--- src/rtl/sprite_arb_pkg.sv ---
// Shared state type, default sizing and helpers for the sprite fetch arbiter.
// Build option: SPRITE_ARB_FIXED_PRIO_EN selects fixed-priority grant selection.
package sprite_arb_pkg;

  localparam int unsigned DefNreq = 4;
  localparam int unsigned DefAw   = 11;
  localparam int unsigned DefDw   = 16;
  localparam int unsigned DefLw   = 5;

  typedef enum logic [0:0] {
    StIdle  = 1'b0,
    StBurst = 1'b1
  } arb_state_e;

  // Width of a requester index; never zero so single-requester builds still elaborate.
  function automatic int unsigned id_width(input int unsigned n);
    return (n > 1) ? $clog2(n) : 1;
  endfunction

endpackage

--- src/rtl/sprite_fetch_arbiter_if.sv ---
// Request, sprite RAM read-port and read-beat signals of the sprite fetch arbiter.
// Build option: SPRITE_ARB_FIXED_PRIO_EN (no effect on this interface).
interface sprite_fetch_arbiter_if
  import sprite_arb_pkg::*;
#(
  parameter int unsigned NREQ = DefNreq,
  parameter int unsigned AW   = DefAw,
  parameter int unsigned DW   = DefDw,
  parameter int unsigned LW   = DefLw
) ();

  localparam int unsigned IW = id_width(NREQ);

  logic [NREQ-1:0]    req_valid;
  logic [NREQ*AW-1:0] req_addr;
  logic [NREQ*LW-1:0] req_len;
  logic [NREQ-1:0]    req_ready;
  logic               freeze;
  logic [AW-1:0]      mem_address;
  logic               mem_chipselect;
  logic [DW-1:0]      mem_readdata;
  logic               rd_valid;
  logic [DW-1:0]      rd_data;
  logic [IW-1:0]      rd_id;
  logic               rd_last;
  logic               busy;

  // Arbiter side.
  modport slave (
    input  req_valid, req_addr, req_len, freeze, mem_readdata,
    output req_ready, mem_address, mem_chipselect, rd_valid, rd_data, rd_id, rd_last, busy
  );

  // Requester / RAM side.
  modport master (
    output req_valid, req_addr, req_len, freeze, mem_readdata,
    input  req_ready, mem_address, mem_chipselect, rd_valid, rd_data, rd_id, rd_last, busy
  );

endinterface

--- src/rtl/sprite_rr_arbiter.sv ---
// Combinational one-hot grant selection for the sprite fetch arbiter.
// Build option: SPRITE_ARB_FIXED_PRIO_EN -> lowest active index wins and no pointer
// input exists; otherwise the search starts at ptr_i and wraps.
module sprite_rr_arbiter
  import sprite_arb_pkg::*;
#(
  parameter int unsigned NREQ = DefNreq,
  parameter int unsigned IW   = id_width(NREQ)
) (
  input  logic [NREQ-1:0] req_i,
`ifndef SPRITE_ARB_FIXED_PRIO_EN
  input  logic [IW-1:0]   ptr_i,
`endif
  output logic [NREQ-1:0] gnt_o,
  output logic [IW-1:0]   gnt_idx_o
);

  logic          found;
  logic [IW-1:0] idx;

  // First active requester in search order wins.
  always_comb begin
    gnt_o     = '0;
    gnt_idx_o = '0;
    found     = 1'b0;
    idx       = '0;
    for (int unsigned i = 0; i < NREQ; i++) begin
`ifdef SPRITE_ARB_FIXED_PRIO_EN
      idx = IW'(i);
`else
      idx = IW'((32'(ptr_i) + i) % NREQ);
`endif
      if (!found && req_i[idx]) begin
        found      = 1'b1;
        gnt_o[idx] = 1'b1;
        gnt_idx_o  = idx;
      end
    end
  end

endmodule

--- src/rtl/sprite_fetch_arbiter.sv ---
// Sprite fetch arbiter: grants one requester at a time and streams its burst of
// sprite RAM words, one address per unfrozen cycle, with beats returned a cycle later.
// Build option: SPRITE_ARB_FIXED_PRIO_EN -> fixed-priority grant, no round-robin pointer.
module sprite_fetch_arbiter
  import sprite_arb_pkg::*;
#(
  parameter int unsigned NREQ = DefNreq,
  parameter int unsigned AW   = DefAw,
  parameter int unsigned DW   = DefDw,
  parameter int unsigned LW   = DefLw
) (
  input logic                   clk,
  input logic                   reset_n,
  sprite_fetch_arbiter_if.slave bus
);

  localparam int unsigned IW = id_width(NREQ);

  arb_state_e    state_q, state_d;
  logic [LW-1:0] k_q, k_d;
  logic [AW-1:0] base_q, base_d;
  logic [LW-1:0] len_q, len_d;
  logic [IW-1:0] id_q, id_d;
  logic          rd_valid_q, rd_last_q;
  logic [IW-1:0] rd_id_q;

  logic [NREQ-1:0] gnt, ready_c;
  logic [IW-1:0]   gnt_idx;
  logic [AW-1:0]   gnt_addr;
  logic [LW-1:0]   gnt_len;
  logic            issue, last_beat;

  assign gnt_addr = bus.req_addr[gnt_idx*AW +: AW];
  assign gnt_len  = bus.req_len[gnt_idx*LW +: LW];

`ifndef SPRITE_ARB_FIXED_PRIO_EN
  logic [IW-1:0] ptr_q, ptr_d;

  // Round-robin start index; advances past every granted requester.
  always_ff @(posedge clk or negedge reset_n) begin
    if (!reset_n) ptr_q <= '0;
    else          ptr_q <= ptr_d;
  end
`endif

  sprite_rr_arbiter #(
    .NREQ (NREQ),
    .IW   (IW)
  ) u_arb (
    .req_i     (bus.req_valid),
`ifndef SPRITE_ARB_FIXED_PRIO_EN
    .ptr_i     (ptr_q),
`endif
    .gnt_o     (gnt),
    .gnt_idx_o (gnt_idx)
  );

  // Next-state: grant in idle, issue one address per unfrozen burst cycle.
  always_comb begin
    state_d   = state_q;
    k_d       = k_q;
    base_d    = base_q;
    len_d     = len_q;
    id_d      = id_q;
    ready_c   = '0;
    issue     = 1'b0;
    last_beat = 1'b0;
`ifndef SPRITE_ARB_FIXED_PRIO_EN
    ptr_d     = ptr_q;
`endif
    unique case (state_q)
      StIdle: begin
        if (|bus.req_valid) begin
          ready_c = gnt;
          base_d  = gnt_addr;
          len_d   = gnt_len;
          id_d    = gnt_idx;
          k_d     = '0;
`ifndef SPRITE_ARB_FIXED_PRIO_EN
          ptr_d   = (gnt_idx == IW'(NREQ - 1)) ? '0 : gnt_idx + 1'b1;
`endif
          // A zero-length grant is accepted but never leaves idle.
          if (gnt_len != '0) state_d = StBurst;
        end
      end
      StBurst: begin
        if (!bus.freeze) begin
          issue = 1'b1;
          if (k_q == len_q - 1'b1) begin
            last_beat = 1'b1;
            k_d       = '0;
            state_d   = StIdle;
          end else begin
            k_d = k_q + 1'b1;
          end
        end
      end
    endcase
  end

  // Burst state and the one-cycle read-beat pipeline.
  always_ff @(posedge clk or negedge reset_n) begin
    if (!reset_n) begin
      state_q    <= StIdle;
      k_q        <= '0;
      base_q     <= '0;
      len_q      <= '0;
      id_q       <= '0;
      rd_valid_q <= 1'b0;
      rd_last_q  <= 1'b0;
      rd_id_q    <= '0;
    end else begin
      state_q    <= state_d;
      k_q        <= k_d;
      base_q     <= base_d;
      len_q      <= len_d;
      id_q       <= id_d;
      rd_valid_q <= issue;
      rd_last_q  <= last_beat;
      rd_id_q    <= id_q;
    end
  end

  // Grant is combinational, so it is forced low while reset is asserted.
  assign bus.req_ready      = reset_n ? ready_c : '0;
  assign bus.mem_chipselect = issue;
  // Address wraps naturally at AW bits.
  assign bus.mem_address    = (state_q == StBurst) ? base_q + AW'(k_q) : '0;
  assign bus.busy           = (state_q == StBurst);
  assign bus.rd_valid       = rd_valid_q;
  assign bus.rd_last        = rd_last_q;
  assign bus.rd_id          = rd_id_q;
  assign bus.rd_data        = rd_valid_q ? bus.mem_readdata : {DW{1'b0}};

endmodule

--- src/flat_wrapper.sv ---
// flat-port wrapper written by rule: the top's interface ports become plain ports
module sprite_fetch_arbiter_flat import sprite_arb_pkg::*;
#(
  parameter int unsigned NREQ = DefNreq,
  parameter int unsigned AW   = DefAw,
  parameter int unsigned DW   = DefDw,
  parameter int unsigned LW   = DefLw
)
  (clk, reset_n, bus_req_valid, bus_req_addr, bus_req_len, bus_freeze, bus_mem_readdata, bus_req_ready, bus_mem_address, bus_mem_chipselect, bus_rd_valid, bus_rd_data, bus_rd_id, bus_rd_last, bus_busy);
  sprite_fetch_arbiter_if #(.NREQ(NREQ), .AW(AW), .DW(DW), .LW(LW)) bus_i ();
  input logic clk;
  input logic reset_n;
  input wire logic [$bits(bus_i.req_valid)-1:0] bus_req_valid;
  input wire logic [$bits(bus_i.req_addr)-1:0] bus_req_addr;
  input wire logic [$bits(bus_i.req_len)-1:0] bus_req_len;
  input wire logic [$bits(bus_i.freeze)-1:0] bus_freeze;
  input wire logic [$bits(bus_i.mem_readdata)-1:0] bus_mem_readdata;
  output wire logic [$bits(bus_i.req_ready)-1:0] bus_req_ready;
  output wire logic [$bits(bus_i.mem_address)-1:0] bus_mem_address;
  output wire logic [$bits(bus_i.mem_chipselect)-1:0] bus_mem_chipselect;
  output wire logic [$bits(bus_i.rd_valid)-1:0] bus_rd_valid;
  output wire logic [$bits(bus_i.rd_data)-1:0] bus_rd_data;
  output wire logic [$bits(bus_i.rd_id)-1:0] bus_rd_id;
  output wire logic [$bits(bus_i.rd_last)-1:0] bus_rd_last;
  output wire logic [$bits(bus_i.busy)-1:0] bus_busy;
  assign bus_i.req_valid = bus_req_valid;
  assign bus_i.req_addr = bus_req_addr;
  assign bus_i.req_len = bus_req_len;
  assign bus_i.freeze = bus_freeze;
  assign bus_i.mem_readdata = bus_mem_readdata;
  assign bus_req_ready = bus_i.req_ready;
  assign bus_mem_address = bus_i.mem_address;
  assign bus_mem_chipselect = bus_i.mem_chipselect;
  assign bus_rd_valid = bus_i.rd_valid;
  assign bus_rd_data = bus_i.rd_data;
  assign bus_rd_id = bus_i.rd_id;
  assign bus_rd_last = bus_i.rd_last;
  assign bus_busy = bus_i.busy;
  sprite_fetch_arbiter #(.NREQ(NREQ), .AW(AW), .DW(DW), .LW(LW)) u_core (.clk(clk), .reset_n(reset_n), .bus(bus_i));
endmodule
--- config.mk ---
export PLATFORM = sky130hd
export DESIGN_NAME = sprite_fetch_arbiter_flat
export DESIGN_NICKNAME = d
export VERILOG_FILES = /design/src/rtl/sprite_arb_pkg.sv /design/src/rtl/sprite_fetch_arbiter_if.sv /design/src/rtl/sprite_rr_arbiter.sv /design/src/rtl/sprite_fetch_arbiter.sv /design/src/flat_wrapper.sv
export SDC_FILE = /design/constraint.sdc
export NUM_CORES = 1
export LEC_CHECK = 0
export BUFFER_PORTS_ARGS = -buffer_cell sky130_fd_sc_hd__buf_2
export CAP_MARGIN = 0
export CORE_UTILIZATION = 30
export DETAILED_ROUTE_END_ITERATION = 16
export HOLD_SLACK_MARGIN = 0.05
export PLACE_DENSITY_LB_ADDON = 0.1
export RECOVER_POWER = 25
export SETUP_SLACK_MARGIN = 0.02
export SKIP_CTS_REPAIR_TIMING = 1
export SYNTH_ARGS = -nofsm -noshare
export SYNTH_HDL_FRONTEND = slang
export SYNTH_SLANG_ARGS = --single-unit
--- constraint.sdc ---
create_clock -name clk -period 4.9 [get_ports clk]
set_input_delay 0.735 -clock clk [delete_from_list [all_inputs] [get_ports clk]]
set_output_delay 0.735 -clock clk [all_outputs]
set_load 0.02 [all_outputs]
==> impl_results.md <==
* Total negative slack at 0 ns
* Clock Path Buffers at 2
* Post-placement cell count at between 500 and 600
* Main synth FF type: dfrtp_1
* # H-tree levels at 2
* Worst-path fanout max at 19
* Critical Setup Path Class: flip-flop to flip-flop
* CP peak stage delay at 0.58 ns
* Number of diodes at 0
* Layout cells sized above 1 at between 30 and 40%
* Worst vdd ir at ~0.4 mV
* Clock Pin Slew Worst Setup and Hold Paths at 0.07 ns
* Fin cells at approximately 540
* Fin. Hold Viols at 0
* Max Freq at between 0.2 and 0.3 GHz
* Vias at between 2k and 3k
* Slew Viols, Final at 32
* Worst EP arrival at 3.72 ns
* Die width at slightly below 100 um
* Minimum clock period at between 3 and 4 ns
* Mean area per synthesized cell at around 8.7 um2
* CTS buffer count at 5
* Initial antenna violation count at 0
* Setup crit end kind: flip-flop
* Syn nets at 420
* Drc violations at 12
* Nets@finish at roughly 540
* Routed wire length at about 6.6 mm
* Placer Congestion at a little under 0.8
* GRT busiest layer: met2
* Post-DR vias/cell at ~4.8
* Initial DRC count at 69
* Die area at ~9500 um2
* Min-Delay Path Class: flip-flop to flip-flop
* Sequential-to-total area share from yosys stat at a little over a quarter
* RSZ-0062 raised after global routing: no
* Root buffer cell: clkbuf_8
* Core area at about 8800 um2
* Critical path required time at between 5 and 6 ns
* CP max stage cell: o211ai_4
* Met2 usage at 21.4%
* Largest net degree at the start of global routing at 33
* Status: complete, but fails checks
* Crit start category: flip-flop
* Drt pass-1 iters at 10
* Max cap viols at 1
* Global-route wire length before repair at ~11 mm
* GRT Residual Overflow at 0
* Worst-Skew Late Latency at between 0.2 and 0.3 ns
* Slew headroom at -13.7%
* Met3 Usage GRT at under 10%
* # IOs at 124
* Synth Cell Area at 2740 um2
* Worst-Margin Slew at 1.71 ns
* Leakage at roughly 0.0018 uW
* Gr usage total at approximately 14%
* Rows at 34
* Clock tree from TritonCTS: yes
* Async SR Flop Fraction at 100%
* Antenna-violating nets left at 0
* Syn Inst Count at about 320
* Cell variety after synth at 49
* M1 GR Usage at between 20% and 30%
* Wirelength per Cell at about 12 um
* # fillers at 930
* Critical path's top delay family: compound AO/OA/AOI/OAI gates
* Die Ht at just under 100 um
* Syn-to-layout area delta at 28.2%
* Sequential cell area at 751 um2
* Starting density of the core at a little under a third
* Number of global-route vias before repair at between 2k and 2.5k
* Endpoints failing setup at 0
* Final worst path period share at between 70% and 80%
* Clock tree sinks at 30
* Hpwl dp at ~5.3 mm
* Failing checks: design-rule violations, max-capacitance violations, max-slew violations
* Skew final at 0.00391 ns
* Yosys warns at 0
* PortBufs at between 100 and 150
* Worst path cell trace: inv_1 > ha_1 > mux4_2 > a211o_1 > o211ai_4 > buf_4 > mux2_2 > o21ai_0 > o21ai_1
* Area taken by multi-input logic gates at between 1500 and 2000 um2
* Buf/Inv on CP at 2
* Yosys reg bits at 30
* PD cells at between 600 and 700 nW/um2
* Number of flops mapped to enable cells by yosys at 0
## state kept, by name (all words and copies together) (netlist names)
name and count:
u_core.base_q 11, u_core.k_q 5, u_core.len_q 5, u_core.bus.rd_id 2
u_core.id_q 2, u_core.ptr_q 2, u_core.bus.busy 1, u_core.bus.rd_last 1
u_core.bus.rd_valid 1
## through the flow
stage | setup slack [ns] | total power, uW | instance area, um2 | util, % | hold WS, ns
finish | 1.33 | 2260 | 3520 | 39.9 | 0.376
global route | 1.07 | 2490 | 3520 | 39.9 | 0.392
CTS | 1.28 | 2300 | 3520 | 40.0 | 0.378
detailed placement | 1.28 | 2080 | 3420 | 38.9 | 0.362
global placement | 1.37 | 2060 | 3420 | 38.9 | 0.362
floorplan | 1.49 | 1740 | 2740 | - | 0.354
## cells in the final DEF (no fill, tap or decap), types with 14 or more instances in the layout
cell,Yosys,final
o21ai_1,22,22
dfrtp_1,30,30
mux2_2,14,14
nor2_1,20,20
mux2i_1,19,19
and2_1,24,24
ha_1,15,15
buf_2,3,122
nand2_1,39,39
## Yosys cell counts (all sizes together), types with 2 or more instances
master   n  area (um2)
nand2   39         146
o21ai   32         160
dfrtp   30         751
and2    25         159
nor2    20        75.1
mux2i   19         190
mux2    16         180
ha      15         188
clkbuf  11        41.3
inv     10        37.5
buf      8        60.1
nand3    8        40.0
nor2b    8        57.6
xor2     8        70.1
a21o     7        52.6
nor3b    6        45.0
xnor2    6        52.6
a211o    4        35.0
a221oi   4        35.0
a22oi    4        30.0
mux4     3        67.6
nand2b   3        18.8
nor3     3        15.0
o211ai   3        36.3
a21boi   2        15.0
a21oi    2        10.0
a31oi    2        12.5
and3b    2        17.5
nand4    2        12.5
o21a     2        15.0
o22ai    2        12.5
or3      2        12.5
## path summary, 6_finish.rpt
| kind | start | to | slack [ns] | depth (start not counted) |
|---|---|---|---|---|
| max | u_core.ptr_q[1] | u_core.base_q[0] | 1.33 | 9 |
| min reg2reg | u_core.id_q[1] | u_core.bus.rd_id[1] | 0.38 | 0 |
| max reg2reg | u_core.ptr_q[1] | u_core.base_q[0] | 1.33 | 9 |
| min in group asynchronous | reset_n | u_core.k_q[1] | 0.90 | 1 |
| max in group asynchronous | reset_n | u_core.k_q[3] | 3.02 | 1 |
| min | u_core.id_q[1] | u_core.bus.rd_id[1] | 0.38 | 0 |
## metal layers
metal / part of all wire [%] / wire [um]
met1: 51 / 3380
met2: 41 / 2720
met3: 6.3 / 414
met4: 1.5 / 97
met5: 0 / 0
## where the power goes
group          internal [uW]  switching [uW]  leakage (uW)
Sequential               359             127      0.000369
Clock                    113            95.9     0.0000472
Combinational            697             868       0.00139
## cell type report
type / count / share of cell area [%]
multi-input combinational: 258 / 52.7
sequential: 30 / 21.3
timing repair buffer: 127 / 18.3
tap: 108 / 3.84
clock buffer: 6 / 2.35
inverter: 10 / 1.07
clock inverter: 2 / 0.356
## kinds of logic (layout without fill, tap and decap cells)
family / after synthesis / after routing / synth area share, %
xor+xnor: 14 / 14 / 4.47
fa+ha+maj: 16 / 16 / 7.57
flops: 30 / 30 / 27.4
compound gates: 70 / 70 / 17.3
mux: 38 / 38 / 16.0
buf+inv: 29 / 145 / 5.06
simple gates: 120 / 120 / 22.3
## worst reg2reg max path, delay by kind of cell (launching register included)
kind                     cells  cell delay [ns]
multiplexers                 2             0.78
flip-flops                   1             0.55
adder cells (fa/ha/maj)      1             0.45
buffers and inverters        2             0.47
AO/OA/AOI/OAI                4             1.20
Note: power is estimated with default switching activity, not from simulation.
